## config.mk

```make
export PLATFORM = sky130hd
export DESIGN_NAME = poc_control_unit_flat
export DESIGN_NICKNAME = d
export VERILOG_FILES = /design/src/rtl/poc_ctrl_pkg.sv /design/src/rtl/poc_ctrl_if.sv /design/src/rtl/poc_ctrl_regdec.sv /design/src/rtl/poc_control_unit.sv /design/src/flat_wrapper.sv
export SDC_FILE = /design/constraint.sdc
export NUM_CORES = 1
export LEC_CHECK = 0
export BUFFER_PORTS_ARGS = -buffer_cell sky130_fd_sc_hd__buf_2
export CELL_PAD_IN_SITES_DETAIL_PLACEMENT = 0
export CELL_PAD_IN_SITES_GLOBAL_PLACEMENT = 2
export CORE_ASPECT_RATIO = 1.1
export CORE_UTILIZATION = 28
export DETAILED_ROUTE_END_ITERATION = 10
export PLACE_DENSITY = 0.79
export SLEW_MARGIN = 10
export SYNTH_ARGS = -nofsm -noshare
export SYNTH_HDL_FRONTEND = slang
export SYNTH_SLANG_ARGS = --single-unit
export TNS_END_PERCENT = 20
```

## constraint.sdc

```tcl
create_clock -name clk -period 1.9 [get_ports clk]
set_input_delay 0.19 -clock clk [delete_from_list [all_inputs] [get_ports clk]]
set_output_delay 0.19 -clock clk [all_outputs]
set_load 0.02 [all_outputs]
```

## src/rtl/poc_ctrl_pkg.sv

```systemverilog
// Shared definitions for the Poc control unit: opcodes, mux/ALU select codes,
// FSM state encoding and the legal DRAM read-wait range.
package poc_ctrl_pkg;

  localparam logic [4:0] OP_NOP   = 5'h00;
  localparam logic [4:0] OP_LDI   = 5'h01;
  localparam logic [4:0] OP_MOVA  = 5'h02;
  localparam logic [4:0] OP_MOVR  = 5'h03;
  localparam logic [4:0] OP_ADD   = 5'h04;
  localparam logic [4:0] OP_SUB   = 5'h05;
  localparam logic [4:0] OP_INC   = 5'h06;
  localparam logic [4:0] OP_SHR   = 5'h07;
  localparam logic [4:0] OP_LOAD  = 5'h08;
  localparam logic [4:0] OP_STORE = 5'h09;
  localparam logic [4:0] OP_JMP   = 5'h0A;
  localparam logic [4:0] OP_JMPN  = 5'h0B;
  localparam logic [4:0] OP_JMPL  = 5'h0C;
  localparam logic [4:0] OP_HALT  = 5'h1F;

  localparam logic [3:0] MUXA_IDR      = 4'd0;
  localparam logic [3:0] MUXA_MDR      = 4'd1;
  localparam logic [3:0] MUXA_RADDRESS = 4'd7;

  localparam logic [1:0] MUXB_TR = 2'd0;
  localparam logic [1:0] MUXB_AC = 2'd1;

  localparam logic [3:0] ALU_PASSA = 4'd0;
  localparam logic [3:0] ALU_PASSB = 4'd1;
  localparam logic [3:0] ALU_ADD   = 4'd2;
  localparam logic [3:0] ALU_SUB   = 4'd3;
  localparam logic [3:0] ALU_INC   = 4'd4;
  localparam logic [3:0] ALU_SHR   = 4'd5;

  localparam int DRAM_RD_WAIT_MIN = 1;
  localparam int DRAM_RD_WAIT_MAX = 3;

  typedef enum logic [4:0] {
    ST_IDLE, ST_STEP_WAIT, ST_F1, ST_F2, ST_F3, ST_DEC, ST_O1, ST_O2, ST_EXEC,
    ST_L1, ST_LW, ST_L2, ST_L3, ST_S1, ST_S2, ST_S3, ST_HALT
  } state_e;

endpackage

```

## src/rtl/poc_ctrl_if.sv

```systemverilog
// Control/status bundle between the Poc control unit (master) and the Poc datapath (slave).
interface poc_ctrl_if;
  logic [8:0] dout_ir;
  logic       lsb, neg;
  logic       inc_pc, write_pc, write_iar, inc_iar, write_idr, write_ir, write_tr;
  logic       write_dram, off_dram, write_mar, write1_mdr, write2_mdr, write_ac;
  logic       write_rcol, write_rrow, write_ri, write_rj;
  logic       write_rtotal, write_raddress, write_rbnd, write_rcoltemp;
  logic [3:0] select_mux_a;
  logic [1:0] select_mux_b;
  logic [3:0] alu_sel;

  modport master (
    input  dout_ir, lsb, neg,
    output inc_pc, write_pc, write_iar, inc_iar, write_idr, write_ir, write_tr,
    output write_dram, off_dram, write_mar, write1_mdr, write2_mdr, write_ac,
    output write_rcol, write_rrow, write_ri, write_rj,
    output write_rtotal, write_raddress, write_rbnd, write_rcoltemp,
    output select_mux_a, select_mux_b, alu_sel
  );

  modport slave (
    output dout_ir, lsb, neg,
    input  inc_pc, write_pc, write_iar, inc_iar, write_idr, write_ir, write_tr,
    input  write_dram, off_dram, write_mar, write1_mdr, write2_mdr, write_ac,
    input  write_rcol, write_rrow, write_ri, write_rj,
    input  write_rtotal, write_raddress, write_rbnd, write_rcoltemp,
    input  select_mux_a, select_mux_b, alu_sel
  );
endinterface

```

## src/rtl/poc_ctrl_regdec.sv

```systemverilog
// Register-field decoder: maps mux A code 2..9 to one-hot R write enables and
// flags whether the field is a legal read (0..9) or write (2..9) operand.
module poc_ctrl_regdec (
  input  logic [3:0] reg_field,
  output logic [7:0] wr_en_oh,
  output logic       valid_wr,
  output logic       valid_rd
);

  always_comb begin
    wr_en_oh = '0;
    valid_rd = (reg_field <= 4'd9);
    valid_wr = (reg_field >= 4'd2) && (reg_field <= 4'd9);
    if (valid_wr) wr_en_oh[3'(reg_field - 4'd2)] = 1'b1;
  end

endmodule

```

## src/rtl/poc_control_unit.sv

```systemverilog
// Poc sequencing FSM: fetch, decode, execute until HALT.
// Optional POC_CTRL_STEP_EN adds a step input that gates each instruction.
module poc_control_unit
  import poc_ctrl_pkg::*;
#(
  parameter int DRAM_RD_WAIT = 1
) (
  input  logic       clk,
  input  logic       rst,
  input  logic       start,
`ifdef POC_CTRL_STEP_EN
  input  logic       step,
`endif
  poc_ctrl_if.master dp,
  output logic       done,
  output logic       illegal
);

`ifdef POC_CTRL_STEP_EN
  localparam state_e INSTR_END = ST_STEP_WAIT;
`else
  localparam state_e INSTR_END = ST_F1;
`endif
  localparam logic [1:0] WAIT_LOAD = 2'(DRAM_RD_WAIT - 1);

  state_e     state_q, state_d;
  logic [8:0] ir_q, ir_d;
  logic [1:0] wait_q, wait_d;
  logic       done_q, done_d, illegal_q, illegal_d;
  logic       bad_instr, r_wr;
  logic [3:0] reg_field;
  logic [7:0] r_oh, r_we;
  logic       valid_wr, valid_rd;

  // DEC checks the live IR; every later state works from the captured copy.
  assign reg_field = (state_q == ST_DEC) ? dp.dout_ir[3:0] : ir_q[3:0];

  poc_ctrl_regdec u_regdec (
    .reg_field (reg_field),
    .wr_en_oh  (r_oh),
    .valid_wr  (valid_wr),
    .valid_rd  (valid_rd)
  );

  always_ff @(posedge clk or posedge rst) begin
    if (rst) begin
      state_q   <= ST_IDLE;
      ir_q      <= '0;
      wait_q    <= '0;
      done_q    <= 1'b0;
      illegal_q <= 1'b0;
    end else begin
      state_q   <= state_d;
      ir_q      <= ir_d;
      wait_q    <= wait_d;
      done_q    <= done_d;
      illegal_q <= illegal_d;
    end
  end

  always_comb begin
    state_d   = state_q;
    ir_d      = ir_q;
    wait_d    = wait_q;
    bad_instr = 1'b0;
    case (state_q)
      ST_IDLE:      if (start) state_d = INSTR_END;
`ifdef POC_CTRL_STEP_EN
      ST_STEP_WAIT: if (step) state_d = ST_F1;
`else
      ST_STEP_WAIT: state_d = ST_F1;
`endif
      ST_F1:        state_d = ST_F2;
      ST_F2:        state_d = ST_F3;
      ST_F3:        state_d = ST_DEC;
      ST_DEC: begin
        ir_d = dp.dout_ir;
        case (dp.dout_ir[8:4])
          OP_NOP:                            state_d = INSTR_END;
          OP_LDI, OP_JMP, OP_JMPN, OP_JMPL:  state_d = ST_O1;
          OP_MOVA, OP_ADD, OP_SUB, OP_SHR:   if (valid_rd) state_d = ST_EXEC; else bad_instr = 1'b1;
          OP_MOVR, OP_INC:                   if (valid_wr) state_d = ST_EXEC; else bad_instr = 1'b1;
          OP_LOAD:                           state_d = ST_L1;
          OP_STORE:                          state_d = ST_S1;
          OP_HALT:                           state_d = ST_HALT;
          default:                           bad_instr = 1'b1;
        endcase
        if (bad_instr) state_d = ST_HALT;
      end
      ST_O1:        state_d = ST_O2;
      ST_O2:        state_d = ST_EXEC;
      ST_EXEC:      state_d = INSTR_END;
      ST_L1: begin
        wait_d  = WAIT_LOAD;
        state_d = ST_LW;
      end
      ST_LW:        if (wait_q == 2'd0) state_d = ST_L2; else wait_d = wait_q - 2'd1;
      ST_L2:        state_d = ST_L3;
      ST_L3:        state_d = INSTR_END;
      ST_S1:        state_d = ST_S2;
      ST_S2:        state_d = ST_S3;
      ST_S3:        state_d = INSTR_END;
      ST_HALT:      state_d = ST_HALT;
      default:      state_d = ST_IDLE;
    endcase
    done_d    = done_q | (state_d == ST_HALT);
    illegal_d = illegal_q | bad_instr;
  end

  always_comb begin
    dp.inc_pc       = 1'b0;
    dp.write_pc     = 1'b0;
    dp.write_iar    = 1'b0;
    dp.inc_iar      = 1'b0;
    dp.write_idr    = 1'b0;
    dp.write_ir     = 1'b0;
    dp.write_tr     = 1'b0;
    dp.write_dram   = 1'b0;
    dp.off_dram     = 1'b1;
    dp.write_mar    = 1'b0;
    dp.write1_mdr   = 1'b0;
    dp.write2_mdr   = 1'b0;
    dp.write_ac     = 1'b0;
    dp.select_mux_a = MUXA_IDR;
    dp.select_mux_b = MUXB_TR;
    dp.alu_sel      = ALU_PASSA;
    r_wr            = 1'b0;
    case (state_q)
      ST_F1, ST_O1: dp.write_iar = 1'b1;
      ST_F2:        dp.write_idr = 1'b1;
      ST_F3: begin
        dp.write_ir = 1'b1;
        dp.inc_pc   = 1'b1;
      end
      ST_O2: begin
        dp.write_idr = 1'b1;
        dp.inc_pc    = 1'b1;
      end
      ST_EXEC: begin
        case (ir_q[8:4])
          OP_LDI:  dp.write_ac = 1'b1;
          OP_MOVA: begin dp.select_mux_a = ir_q[3:0]; dp.write_ac = 1'b1; end
          OP_MOVR: begin dp.select_mux_b = MUXB_AC; dp.alu_sel = ALU_PASSB; r_wr = 1'b1; end
          OP_ADD:  begin dp.select_mux_a = ir_q[3:0]; dp.select_mux_b = MUXB_AC; dp.alu_sel = ALU_ADD; dp.write_ac = 1'b1; end
          OP_SUB:  begin dp.select_mux_a = ir_q[3:0]; dp.select_mux_b = MUXB_AC; dp.alu_sel = ALU_SUB; dp.write_ac = 1'b1; end
          OP_INC:  begin dp.select_mux_a = ir_q[3:0]; dp.alu_sel = ALU_INC; r_wr = 1'b1; end
          OP_SHR:  begin dp.select_mux_a = ir_q[3:0]; dp.alu_sel = ALU_SHR; dp.write_ac = 1'b1; end
          OP_JMP:  dp.write_pc = 1'b1;
          OP_JMPN: dp.write_pc = dp.neg;
          OP_JMPL: dp.write_pc = dp.lsb;
          default: ;
        endcase
      end
      ST_L1: begin
        dp.select_mux_a = MUXA_RADDRESS;
        dp.write_mar    = 1'b1;
        dp.off_dram     = 1'b0;
      end
      ST_LW:        dp.off_dram = 1'b0;
      ST_L2: begin
        dp.write1_mdr = 1'b1;
        dp.off_dram   = 1'b0;
      end
      ST_L3: begin
        dp.select_mux_a = MUXA_MDR;
        dp.write_ac     = 1'b1;
      end
      ST_S1: begin
        dp.select_mux_b = MUXB_AC;
        dp.alu_sel      = ALU_PASSB;
        dp.write2_mdr   = 1'b1;
      end
      ST_S2: begin
        dp.select_mux_a = MUXA_RADDRESS;
        dp.write_mar    = 1'b1;
      end
      ST_S3: begin
        dp.write_dram = 1'b1;
        dp.off_dram   = 1'b0;
      end
      default: ;
    endcase
    r_we = r_wr ? r_oh : 8'h00;
    {dp.write_rcoltemp, dp.write_rbnd, dp.write_raddress, dp.write_rtotal,
     dp.write_rj, dp.write_ri, dp.write_rrow, dp.write_rcol} = r_we;
  end

  assign done    = done_q;
  assign illegal = illegal_q;

endmodule

```

## src/flat_wrapper.sv

```systemverilog
// flat-port wrapper written by rule: the top's interface ports become plain ports
module poc_control_unit_flat import poc_ctrl_pkg::*;
#(
  parameter int DRAM_RD_WAIT = 1
)
  (clk, rst, start, done, illegal, dp_dout_ir, dp_lsb, dp_neg, dp_inc_pc, dp_write_pc, dp_write_iar, dp_inc_iar, dp_write_idr, dp_write_ir, dp_write_tr, dp_write_dram, dp_off_dram, dp_write_mar, dp_write1_mdr, dp_write2_mdr, dp_write_ac, dp_write_rcol, dp_write_rrow, dp_write_ri, dp_write_rj, dp_write_rtotal, dp_write_raddress, dp_write_rbnd, dp_write_rcoltemp, dp_select_mux_a, dp_select_mux_b, dp_alu_sel);
  poc_ctrl_if dp_i ();
  input  logic clk;
  input  logic rst;
  input  logic start;
  output logic done;
  output logic illegal;
  input wire logic [$bits(dp_i.dout_ir)-1:0] dp_dout_ir;
  input wire logic [$bits(dp_i.lsb)-1:0] dp_lsb;
  input wire logic [$bits(dp_i.neg)-1:0] dp_neg;
  output wire logic [$bits(dp_i.inc_pc)-1:0] dp_inc_pc;
  output wire logic [$bits(dp_i.write_pc)-1:0] dp_write_pc;
  output wire logic [$bits(dp_i.write_iar)-1:0] dp_write_iar;
  output wire logic [$bits(dp_i.inc_iar)-1:0] dp_inc_iar;
  output wire logic [$bits(dp_i.write_idr)-1:0] dp_write_idr;
  output wire logic [$bits(dp_i.write_ir)-1:0] dp_write_ir;
  output wire logic [$bits(dp_i.write_tr)-1:0] dp_write_tr;
  output wire logic [$bits(dp_i.write_dram)-1:0] dp_write_dram;
  output wire logic [$bits(dp_i.off_dram)-1:0] dp_off_dram;
  output wire logic [$bits(dp_i.write_mar)-1:0] dp_write_mar;
  output wire logic [$bits(dp_i.write1_mdr)-1:0] dp_write1_mdr;
  output wire logic [$bits(dp_i.write2_mdr)-1:0] dp_write2_mdr;
  output wire logic [$bits(dp_i.write_ac)-1:0] dp_write_ac;
  output wire logic [$bits(dp_i.write_rcol)-1:0] dp_write_rcol;
  output wire logic [$bits(dp_i.write_rrow)-1:0] dp_write_rrow;
  output wire logic [$bits(dp_i.write_ri)-1:0] dp_write_ri;
  output wire logic [$bits(dp_i.write_rj)-1:0] dp_write_rj;
  output wire logic [$bits(dp_i.write_rtotal)-1:0] dp_write_rtotal;
  output wire logic [$bits(dp_i.write_raddress)-1:0] dp_write_raddress;
  output wire logic [$bits(dp_i.write_rbnd)-1:0] dp_write_rbnd;
  output wire logic [$bits(dp_i.write_rcoltemp)-1:0] dp_write_rcoltemp;
  output wire logic [$bits(dp_i.select_mux_a)-1:0] dp_select_mux_a;
  output wire logic [$bits(dp_i.select_mux_b)-1:0] dp_select_mux_b;
  output wire logic [$bits(dp_i.alu_sel)-1:0] dp_alu_sel;
  assign dp_i.dout_ir = dp_dout_ir;
  assign dp_i.lsb = dp_lsb;
  assign dp_i.neg = dp_neg;
  assign dp_inc_pc = dp_i.inc_pc;
  assign dp_write_pc = dp_i.write_pc;
  assign dp_write_iar = dp_i.write_iar;
  assign dp_inc_iar = dp_i.inc_iar;
  assign dp_write_idr = dp_i.write_idr;
  assign dp_write_ir = dp_i.write_ir;
  assign dp_write_tr = dp_i.write_tr;
  assign dp_write_dram = dp_i.write_dram;
  assign dp_off_dram = dp_i.off_dram;
  assign dp_write_mar = dp_i.write_mar;
  assign dp_write1_mdr = dp_i.write1_mdr;
  assign dp_write2_mdr = dp_i.write2_mdr;
  assign dp_write_ac = dp_i.write_ac;
  assign dp_write_rcol = dp_i.write_rcol;
  assign dp_write_rrow = dp_i.write_rrow;
  assign dp_write_ri = dp_i.write_ri;
  assign dp_write_rj = dp_i.write_rj;
  assign dp_write_rtotal = dp_i.write_rtotal;
  assign dp_write_raddress = dp_i.write_raddress;
  assign dp_write_rbnd = dp_i.write_rbnd;
  assign dp_write_rcoltemp = dp_i.write_rcoltemp;
  assign dp_select_mux_a = dp_i.select_mux_a;
  assign dp_select_mux_b = dp_i.select_mux_b;
  assign dp_alu_sel = dp_i.alu_sel;
  poc_control_unit #(.DRAM_RD_WAIT(DRAM_RD_WAIT)) u_core (.clk(clk), .rst(rst), .start(start), .dp(dp_i), .done(done), .illegal(illegal));
endmodule
```

# ---- Word-level counts from Yosys, hierarchy flattened
# Index checks and enable logic that the tools add are counted.
dict set report word_totals {
  ff_bits 18
  latchBits 0
  ram_bits 0
  romBits 0
  output_inout_bits 33
  mem_count 0
}
dict set report classes {
  n_addsub 2
  n_mul 0
  n_div 0
  magnitude_cmp 4
  n_eq_ne 41
  shifts 0
  n_mux 40
  n_bitwise 2
  n_reduce_logical 21
}
# operator n
set ops {}
lappend ops {{$eq A5 B4 Y1 const B} 16}
lappend ops {{$pmux W5 S14} 1}
lappend ops {{$eq A5 B3 Y1 const B} 12}
lappend ops {{$pmux W5 S7} 1}
lappend ops {{$eq A5 B2 Y1 const B} 6}
lappend ops {{$mux W5} 5}
lappend ops {{$mux W1} 19}
lappend ops {{$mux W8} 2}
lappend ops {{$reduce_or A4 Y1} 4}
lappend ops {{$eq A5 B1 Y1 const B} 3}
lappend ops {{$eq A5 B5 Y1 const B} 3}
lappend ops {{$pmux W3 S5} 1}
lappend ops {{$pmux W4 S3} 1}
lappend ops {{$reduce_or A2 Y1} 6}
lappend ops {{$logic_not A5 Y1} 2}
lappend ops {{$reduce_or A5 Y1} 2}
lappend ops {{$mux W4} 2}
lappend ops {{$pmux W2 S2} 2}
lappend ops {{$pmux W4 S2} 1}
lappend ops {{$reduce_or A8 Y1} 1}
lappend ops {{$pmux W1 S3} 2}
lappend ops {{$ge A4 B2 Y1 const B} 1}
lappend ops {{$le A4 B4 Y1 const B} 1}
lappend ops {{$lt A3 B4 Y1 const B} 1}
lappend ops {{other kinds (13)} 15}

# ---- Depth between registers and ports, before layout
# Gate-level depths: netlist (run 1).
dict set report depth {
  word_depth 11
  ltp_mapped 7
  depth_no_buf 7
}

# ---- Hierarchy
# From an unflattened synthesis (run 1), not the netlist that was laid out.
dict set report unflattened {
  cells_unflattened 184
  area_unflattened_um2 1496.4
}
# module n_inst cells_each area_per_inst_um2 seq_area_each_um2
set modules_own_cells {}
lappend modules_own_cells {poc_control_unit 1 170 1405.1 450.4}
lappend modules_own_cells {poc_ctrl_regdec 1 14 91.3 0.0}

# ---- Worst setup path before layout (run 1)
# OpenSTA, ideal clock, no wires.
dict set report synth_path {
  path_type {register to output}
  startpoint {reg u_core.state_q[4]}
  endpoint {out dp_select_mux_a[2]}
  arrival_time_ns 1.767
  t_required_ns 1.710
  slack_ns -0.057
  path_stages_with_launch 7
  cell_sequence {dfrtp_1 clkbuf_1 nor3b_1 and3_1 o211a_1 o21ai_0 a21oi_1}
}
dict set report synth_between {
  elab_chain_cells 3
  word_cells_on_any_way 6
}
# element line_no
set synth_rtl {}
lappend synth_rtl {{from (decl)} poc_control_unit.sv:26} ;# state_e state_q, state_d;
lappend synth_rtl {{from (signal assigned)} poc_control_unit.sv:53} ;# state_q <= state_d;
lappend synth_rtl {{$eq A5 B4 Y1} poc_control_unit.sv:128} ;# case (state_q)
lappend synth_rtl {{$reduce_or A2 Y1 (no source line)} n/a}
lappend synth_rtl {{$pmux W4 S3 (*)} poc_control_unit.sv:128}
lappend synth_rtl {{to (decl)} flat_wrapper.sv:37} ;# output wire logic [$bits(dp_i.select_mux_a)-1:0] dp_select_mux_a;
# Every way passes the cells marked *; elsewhere a longest branch is shown, timed or not.

# ---- Worst setup path in the final report (run 1)
dict set report layout_path {
  startpoint {reg u_core.state_q[4]}
  endpoint {out dp_write_rcol}
}
dict set report layout_between {
  elab_chain_cells 9
  word_cells_on_any_way 15
}
# element line_no
set layout_rtl {}
lappend layout_rtl {{$eq A5 B3 Y1} poc_control_unit.sv:36} ;# assign reg_field = (state_q == ST_DEC) ? dp.dout_ir[3:0] : ir_q[3:0];
lappend layout_rtl {{$mux W4} poc_control_unit.sv:36}
lappend layout_rtl {{$sub A3 B2 Y3} poc_ctrl_regdec.sv:14} ;# if (valid_wr) wr_en_oh[3'(reg_field - 4'd2)] = 1'b1;
lappend layout_rtl {{$lt A3 B4 Y1 (not written as such) or $ge A3 B1 Y1 (tied branches)} poc_ctrl_regdec.sv:14}
lappend layout_rtl {{$logic_and A1 B1 Y1 (not written as such)} poc_ctrl_regdec.sv:14}
lappend layout_rtl {{$mux W1 (not written as such)} poc_ctrl_regdec.sv:14}
lappend layout_rtl {{$demux W1 S3} poc_ctrl_regdec.sv:14}
lappend layout_rtl {{$mux W8} poc_ctrl_regdec.sv:14}
lappend layout_rtl {{$mux W8 (*)} poc_control_unit.sv:183} ;# r_we = r_wr ? r_oh : 8'h00;
lappend layout_rtl {{to (decl)} flat_wrapper.sv:29} ;# output wire logic [$bits(dp_i.write_rcol)-1:0] dp_write_rcol;
# Marks and branches as above.

==> impl_metrics.json, run 1 <==
{
  "synth_cell_type_count": 47,
  "ys_seq_area_frac": 0.300,
  "place_congestion": 0.736,
  "cp_max_fo": 8,
  "skew_ns": 0.00236,
  "hold_viol_final": 0,
  "min_path_type": "in2async",
  "fp-row-count": 27,
  "leakagePower_nw": 0.945,
  "syn_to_final_growth_pct": 37.1,
  "synthCells": 197,
  "die-area_um2": 5670,
  "cts_sinks": 18,
  "antenna_found_initial": 0,
  "max_stage_delay_ns": 0.41,
  "post-place-cells": 314,
  "n_fill_cell": 546,
  "h-tree-depth": 1,
  "use_met2": 0.285,
  "die_width_um": 71.9,
  "path_cells": "and4bb_4, and2_4, buf_6, nor4_1, a31oi_1, nor2_1, buf_4",
  "grtUsageMet3": 0.0114,
  "max-cap-violations": 0,
  "power_density_nw_per_um2": 1260,
  "max_slew_margin": 0.538,
  "grt_pass1_vias": 1522,
  "avgSynthCellArea_um2": 7.63,
  "tightest_slew_ns": 0.693,
  "whs_ns": 0.0299,
  "clk_path_buf_depth": 2,
  "drt_pass1_iterations": 4,
  "ant_nets": 0,
  "grt_max_degree": 19,
  "syn-cell-area_um2": 1500,
  "routed_via_density": 4.87,
  "cts_inserted_buffers": 3,
  "slew_violations": 0,
  "fmax_mhz": 500,
  "ys_seq_elements": 18,
  "clkTransAtPathRegs_ns": 0.07,
  "final-setup-viol-count": 8,
  "crit_type": "reg2out",
  "cp_slowest_cell": "dfrtp_1",
  "rsz0062_at_grt": "true",
  "pre_cts_ws_ns": 0.0976,
  "fin_crit_ns": 2.00,
  "cp-end-kind": "output port",
  "yosysWarnings": 0,
  "cts_root_buf": "clkbuf_8",
  "met1_usage": 0.215,
  "outcome": "finished, violations left",
  "startpoint_type": "register",
  "fin_ws_ns": -0.101,
  "fin_cells": 323,
  "cts_hold_buffers": 0,
  "total_power_mw": 2.60,
  "vias": 1573,
  "diodes": 0,
  "final_nets": 267,
  "wl_mm": 4.26,
  "initial_core_util": 0.295,
  "drt_iter0_markers": 84,
  "insertion_delay_ns": 0.25,
  "drcViolationCount": 0,
  "fp.coreArea_um2": 5100,
  "hpwlAfterDp_mm": 3.34,
  "peakVddDrop_mv": 0.605,
  "wl_per_cell_um": 13.2,
  "grt_most_used_layer": "met2",
  "pin_count": 47,
  "cp.required_ns": 1.71,
  "grt_use_total": 0.162,
  "drive_gt1_frac": 0.398,
  "violations": "negative setup slack",
  "io_buffers": 42,
  "worstPathArrival_ns": 1.81,
  "min_period_over_period": 1.05,
  "grt_overflow_total": 0,
  "cts_tree": "built",
  "die_y_um": 78.9,
  "grt_pass1_wl_mm": 7.23
}
==> synth_stat cells, drive strengths merged <==
| cell | number | area, um2 |
|---|---|---|
| nor3b | 1 | 7.51 |
| a31oi | 4 | 31.3 |
| and4bb | 1 | 16.3 |
| nand2 | 16 | 60.1 |
| mux2 | 5 | 56.3 |
| o21ai | 13 | 65.1 |
| o22ai | 3 | 18.8 |
| o22a | 2 | 17.5 |
| xor2 | 4 | 35.0 |
| or3 | 2 | 12.5 |
| nand4 | 1 | 6.26 |
| nand4bb | 1 | 11.3 |
| a2111oi | 1 | 8.76 |
| a22oi | 2 | 15.0 |
| o31a | 1 | 8.76 |
| o21bai | 1 | 7.51 |
| nand4b | 1 | 8.76 |
| mux2i | 4 | 40.0 |
| inv | 11 | 41.3 |
| a32oi | 2 | 17.5 |
| nor2 | 27 | 101 |
| a2111o | 1 | 11.3 |
| and4b | 1 | 10.0 |
| or2 | 4 | 27.5 |
| o211a | 1 | 10.0 |
| and3 | 3 | 18.8 |
| a41o | 1 | 10.0 |
| and2 | 2 | 15.0 |
| nor4b | 3 | 26.3 |
| buf | 8 | 65.1 |
| nand2b | 4 | 25.0 |
| dfrtp | 18 | 450 |
| nor4 | 2 | 12.5 |
| nor2b | 6 | 37.5 |
| a21oi | 13 | 65.1 |
| ha | 1 | 12.5 |
| nor3 | 10 | 50.1 |
| clkbuf | 10 | 37.5 |
| conb | 1 | 3.75 |
| nand3 | 4 | 20.0 |
| o32ai | 1 | 8.76 |
==> worst paths after layout <==
kind	from	to	slack, ns	depth (start not counted)
max in group asynchronous	rst	u_core.state_q[1]$_DFF_PP0_	1.43	2
hold reg to reg	u_core.done$_DFF_PP0_	u_core.done$_DFF_PP0_	0.47	1
setup / recovery	u_core.state_q[4]$_DFF_PP0_	dp_write_rcol	-0.10	7
setup reg to reg	u_core.state_q[2]$_DFF_PP0_	u_core.done$_DFF_PP0_	0.07	6
min in group clk	dp_dout_ir[0]	u_core.ir_q[0]$_DFFE_PP0P_	0.18	3
hold / removal	rst	u_core.illegal$_DFF_PP0_	0.03	2
==> layout make-up <==
type,instances,area (um2),share of cell area
well taps,72,90.1,0.0437
inverters,11,41.3,0.0200
clock buffers,4,55.1,0.0267
repair buffers,65,428,0.208
flip-flops and latches,18,450,0.218
multi-input cells,153,997,0.484
==> what timing repair did <==
| item | in CTS | in global routing |
|---|---|---|
| setup endpoints to repair | 15 | 16 |
| gates cloned | 0 | 0 |
| buffers inserted | 4 | 1 |
| pin swaps | 7 | 4 |
| gates resized for setup | 26 | 10 |
==> layout by cell type, fill, tap and decap left out, types with 4 or more instances in the layout <==
cell      synthesis  final
buf_6             2      4
buf_4             5     31
inv_1            10      9
mux2_2            5      5
nand3_1           4      4
nand2_1          16     16
dfrtp_1          18     18
clkbuf_8          0      4
xor2_1            4      4
conb_1            1      4
o21ai_0          13     10
buf_2             1     30
nor2_1           27     25
a21oi_1          13     10
nor3_1           10      9
nor2b_1           6      5
==> report_power, final <==
| group | total (mW) | internal (mW) | switching, mW |
|---|---|---|---|
| combinational | 1.57 | 0.682 | 0.890 |
| sequential | 0.708 | 0.542 | 0.167 |
| clock | 0.319 | 0.184 | 0.135 |
| total | 2.60 | 1.41 | 1.19 |
==> critical path: cells and delay by family (launching register included) <==
kind,cells,cell delay (ns)
buffers and inverters,2,0.30
and+or+nand+nor,4,0.63
AOI/OAI and AO/OA,1,0.21
DFF,1,0.41
==> registers in the layout, summed over array words and instances, names as in the netlist <==
register	count
u_core.ir_q	9
u_core.state_q	5
u_core.wait_q	2
u_core.done	1
u_core.illegal	1
==> per-layer routing <==
layer,routed length (um),vias to the layer above
met5,0,-
li1,-,802
met4,41,0
met2,2090,36
met1,2010,731
met3,122,4
==> kinds of logic (layout without fill, tap and decap cells) <==
logic type	Yosys count	after routing	synth area share
simple gates	89	89	0.310
compound gates	46	46	0.196
buf+inv	29	80	0.0957
flops	18	18	0.299
mux	9	9	0.0641
xor+xnor	4	4	0.0233
fa+ha+maj	1	1	0.00832
other cells	1	4	0.00249
==> metrics by stage <==
step                      setup TNS, ns  utilization  area [um2]
after floorplan                 -0.0105            -        1520
after global placement                0        0.363        1850
after detailed placement              0        0.363        1850
after CTS                        -0.612        0.396        2020
after global routing              -1.59        0.404        2060
final                            -0.597        0.404        2060
(Power assumes the default switching activity.)
==> run 2, diff against run 1 <==
--- a/config.mk
+++ b/config.mk
@@ -5,13 +5,16 @@
 export SDC_FILE = /design/constraint.sdc
 export NUM_CORES = 1
 export LEC_CHECK = 0
+export ABC_AREA = 1
 export BUFFER_PORTS_ARGS = -buffer_cell sky130_fd_sc_hd__buf_2
 export CELL_PAD_IN_SITES_DETAIL_PLACEMENT = 0
 export CELL_PAD_IN_SITES_GLOBAL_PLACEMENT = 2
 export CORE_ASPECT_RATIO = 1.1
-export CORE_UTILIZATION = 28
+export CORE_UTILIZATION = 26
+export CTS_CLUSTER_DIAMETER = 60
+export CTS_CLUSTER_SIZE = 30
 export DETAILED_ROUTE_END_ITERATION = 10
-export PLACE_DENSITY = 0.79
+export PLACE_DENSITY = 0.8
 export SLEW_MARGIN = 10
 export SYNTH_ARGS = -nofsm -noshare
 export SYNTH_HDL_FRONTEND = slang
==> run 2 against run 1 <==
Net effect:
- final cell count increased by 11%
- synthesized area decreased by 2.7%
- the flow still finishes with violations (negative setup slack)
- global-route usage increased by 0.051 points
- non-clock buffer count decreased by 12
- clock-buffer cell count unchanged
- utilization decreased by 3.7 points
- via count increased by 3.2%
- critical path type unchanged
- die area increased by 4.7%
==> impl_metrics.json, run 2 <==
{
  "outcome": "finished, violations left",
  "violations": "negative setup slack",
  "peakVddDrop_mv": 0.397,
  "drcViolationCount": 0,
  "synth_flop_cell": "dfrtp_1",
  "worstPathArrival_ns": 1.87,
  "synth.area.top_cells": "dfrtp_1, nand2_1, nor2_1",
  "min_path_type": "in2async",
  "place_area_um2": 1770,
  "ant_nets": 0,
  "io_buffers": 42,
  "synth-edff-count": 0,
  "diodes": 0,
  "p_sw_frac": 0.511,
  "max-cap-violations": 0,
  "synth_common_cells": "nand2_1, nor2_1, inv_1",
  "synth.most_common_cell": "nand2_1",
  "cts_hold_buffers": 0,
  "place_congestion": 0.857,
  "grt_use_total": 0.163,
  "initial_core_util": 0.271,
  "drive_gt1_frac": 0.324,
  "async_flop_share": 1.00,
  "power_density_nw_per_um2": 1290,
  "final_nets": 300,
  "clkPwrFrac": 0.126,
  "ys_seq_area_frac": 0.308,
  "fp.coreArea_um2": 5400,
  "max_stage_delay_ns": 0.44,
  "clkTransAtPathRegs_ns": 0.07,
  "grt_pass1_vias": 1497,
  "wl_mm": 4.46,
  "synth_cell_type_count": 33,
  "largest_reg_flops": 9,
  "synthCells": 230,
  "hpwlAfterDp_mm": 3.58,
  "pin_count": 47,
  "vias": 1623,
  "cp_num_buf_inv": 2,
  "hold_viol_final": 0,
  "h-tree-depth": 1,
  "clk_path_buf_depth": 2,
  "crit_type": "reg2out",
  "fin_ws_ns": -0.162,
  "reg.largest.list": "u_core.ir_q (9), u_core.state_q (5), u_core.wait_q (2)",
  "final-setup-viol-count": 13,
  "cts_sinks": 18,
  "switchingPower_mw": 1.31,
  "final_util": 0.367,
  "seqPwrFrac": 0.282,
  "drt_pass1_iterations": 4,
  "antenna_found_initial": 0,
  "combPwrFrac": 0.591,
  "cp_max_fo": 4,
  "final_cell_mix": "nand2_1, inv_1, nor2_1, buf_2, buf_4",
  "final_common_cell": "nand2_1",
  "yosysWarnings": 0,
  "grt_max_degree": 19,
  "internal_power_mw": 1.25,
  "grt_pass1_wl_mm": 7.25,
  "rsz0062_at_grt": "true",
  "die-area_um2": 5940,
  "whs_ns": 0.0611,
  "cts_inserted_buffers": 3,
  "synth_top_area_share": 0.308,
  "cts_tree": "built",
  "cp-end-kind": "output port",
  "insertion_delay_ns": 0.25,
  "tightest_slew_ns": 0.763,
  "fp-row-count": 28,
  "leakagePower_nw": 1.05,
  "max_slew_margin": 0.491,
  "startpoint_type": "register",
  "routed_via_density": 4.52,
  "avgSynthCellArea_um2": 6.36,
  "cts_root_buf": "clkbuf_8",
  "min_period_over_period": 1.09,
  "grt_overflow_total": 0,
  "yosysTopAreaCell": "dfrtp_1",
  "slew_violations": 0,
  "fin_cells": 359,
  "top_register": "u_core.ir_q",
  "total_power_mw": 2.56,
  "post-place-cells": 348,
  "stdcell_area_um2": 1980,
  "skew_ns": 0.000471,
  "fmax_mhz": 485,
  "drt_iter0_markers": 74,
  "syn_to_final_growth_pct": 35.3,
  "path_cells": "nor2_2, inv_2, nor2_4, nand2_4, or2_4, o21ai_4, nand2_2, nor2_1, buf_4",
  "die_width_um": 73.5,
  "die_y_um": 80.7,
  "n_fill_cell": 635,
  "cp_slowest_cell": "dfrtp_1",
  "cp.required_ns": 1.71,
  "syn-cell-area_um2": 1460,
  "ys_seq_elements": 18,
  "wl_per_cell_um": 12.4,
  "fin_crit_ns": 2.06,
  "cp_top_family": "simple AND/OR/NAND/NOR gates"
}
run 2: changes by cell type after synthesis, sizes merged, moves of 4 or more:
| cell | previous run | this run |
|---|---|---|
| nand2 | 16 | 54 |
| inv | 11 | 43 |
| nor2 | 27 | 44 |
| nand3 | 4 | 14 |
| clkbuf | 10 | 1 |
| nor2b | 6 | 0 |
| a21oi | 13 | 8 |
| mux2 | 5 | 0 |
| mux2i | 4 | 0 |
| nand2b | 4 | 0 |
| nor3 | 10 | 6 |
| xor2 | 4 | 0 |
run 2: worst paths after layout:
check                                                   end  depth (start not counted)  slack (ns)                        start
worst max register to register        u_core.done$_DFF_PP0_                         12        0.16  u_core.state_q[4]$_DFF_PP0_
worst min-delay path             u_core.ir_q[8]$_DFFE_PP0P_                          2        0.06                          rst
worst min register to register     u_core.illegal$_DFF_PP0_                          2        0.46     u_core.illegal$_DFF_PP0_
max in group asynchronous       u_core.state_q[2]$_DFF_PP0_                          2        1.32                          rst
worst max-delay path                      dp_write_rcoltemp                          9       -0.16  u_core.state_q[4]$_DFF_PP0_
min in group clk                 u_core.ir_q[0]$_DFFE_PP0P_                          3        0.23                dp_dout_ir[0]
run 2: timing repair:
| action | CTS | global route |
|---|---|---|
| setup buffers | 7 | 0 |
| pin swaps | 2 | 3 |
| gates resized for setup | 16 | 14 |
| endpoints found under the hold margin | 0 | 0 |
| endpoints found under the setup margin | 15 | 19 |
run 2: area by class of cell:
cell class              count  area, um2  share of cell area
inverters                  43        161              0.0815
clock buffers               4       55.1              0.0278
multi-input cells         166        876               0.442
flip-flops and latches     18        452               0.228
well taps                  75       93.8              0.0474
repair buffers             53        343               0.173
run 2: power groups by stage:
stage | Clock [mW] | Combinational (mW) | Sequential [mW]
2_1_floorplan | 0 | 1.03 | 0.656
3_3_place_gp | 0 | 1.38 | 0.715
3_5_place_dp | 0 | 1.37 | 0.719
4_1_cts | 0.337 | 1.46 | 0.715
5_1_grt | 0.355 | 1.69 | 0.738
6_report | 0.323 | 1.51 | 0.721
run 2: metal layers:
metal / global-route usage / part of all wire / vias up
met5: 0 / 0 / -
met3: 0.0201 / 0.038 / 6
met2: 0.272 / 0.47 / 38
met4: 0.0654 / 0.022 / 0
met1: 0.210 / 0.47 / 743
li1: - / - / 836
run 2: through the flow:
step / setup WS, ns / TNS, ns
floorplan: 0.0707 / 0
global placement: 0.0568 / 0
detailed placement: 0.0745 / 0
CTS: -0.155 / -1.28
global route: -0.277 / -3.18
finish: -0.162 / -1.39
run 2: logic make-up after synthesis:
| family | share of synthesized area |
|---|---|
| compound gates | 0.153 |
| other cells | 0.00256 |
| fa+ha+maj | 0.00855 |
| buf+inv | 0.138 |
| simple gates | 0.390 |
| flops | 0.308 |
run 2: worst register-to-register path: stages (launching register included):
cell and delay [ns]:
dfrtp_1 0.44, buf_4 0.16, buf_4 0.13, nor2_2 0.12
nand3_1 0.11, nand2_2 0.12, nand2_1 0.07, nand2_1 0.06
nand2_1 0.04, nand2_1 0.07, nand3_1 0.08, nand2_1 0.12
nand3b_1 0.09
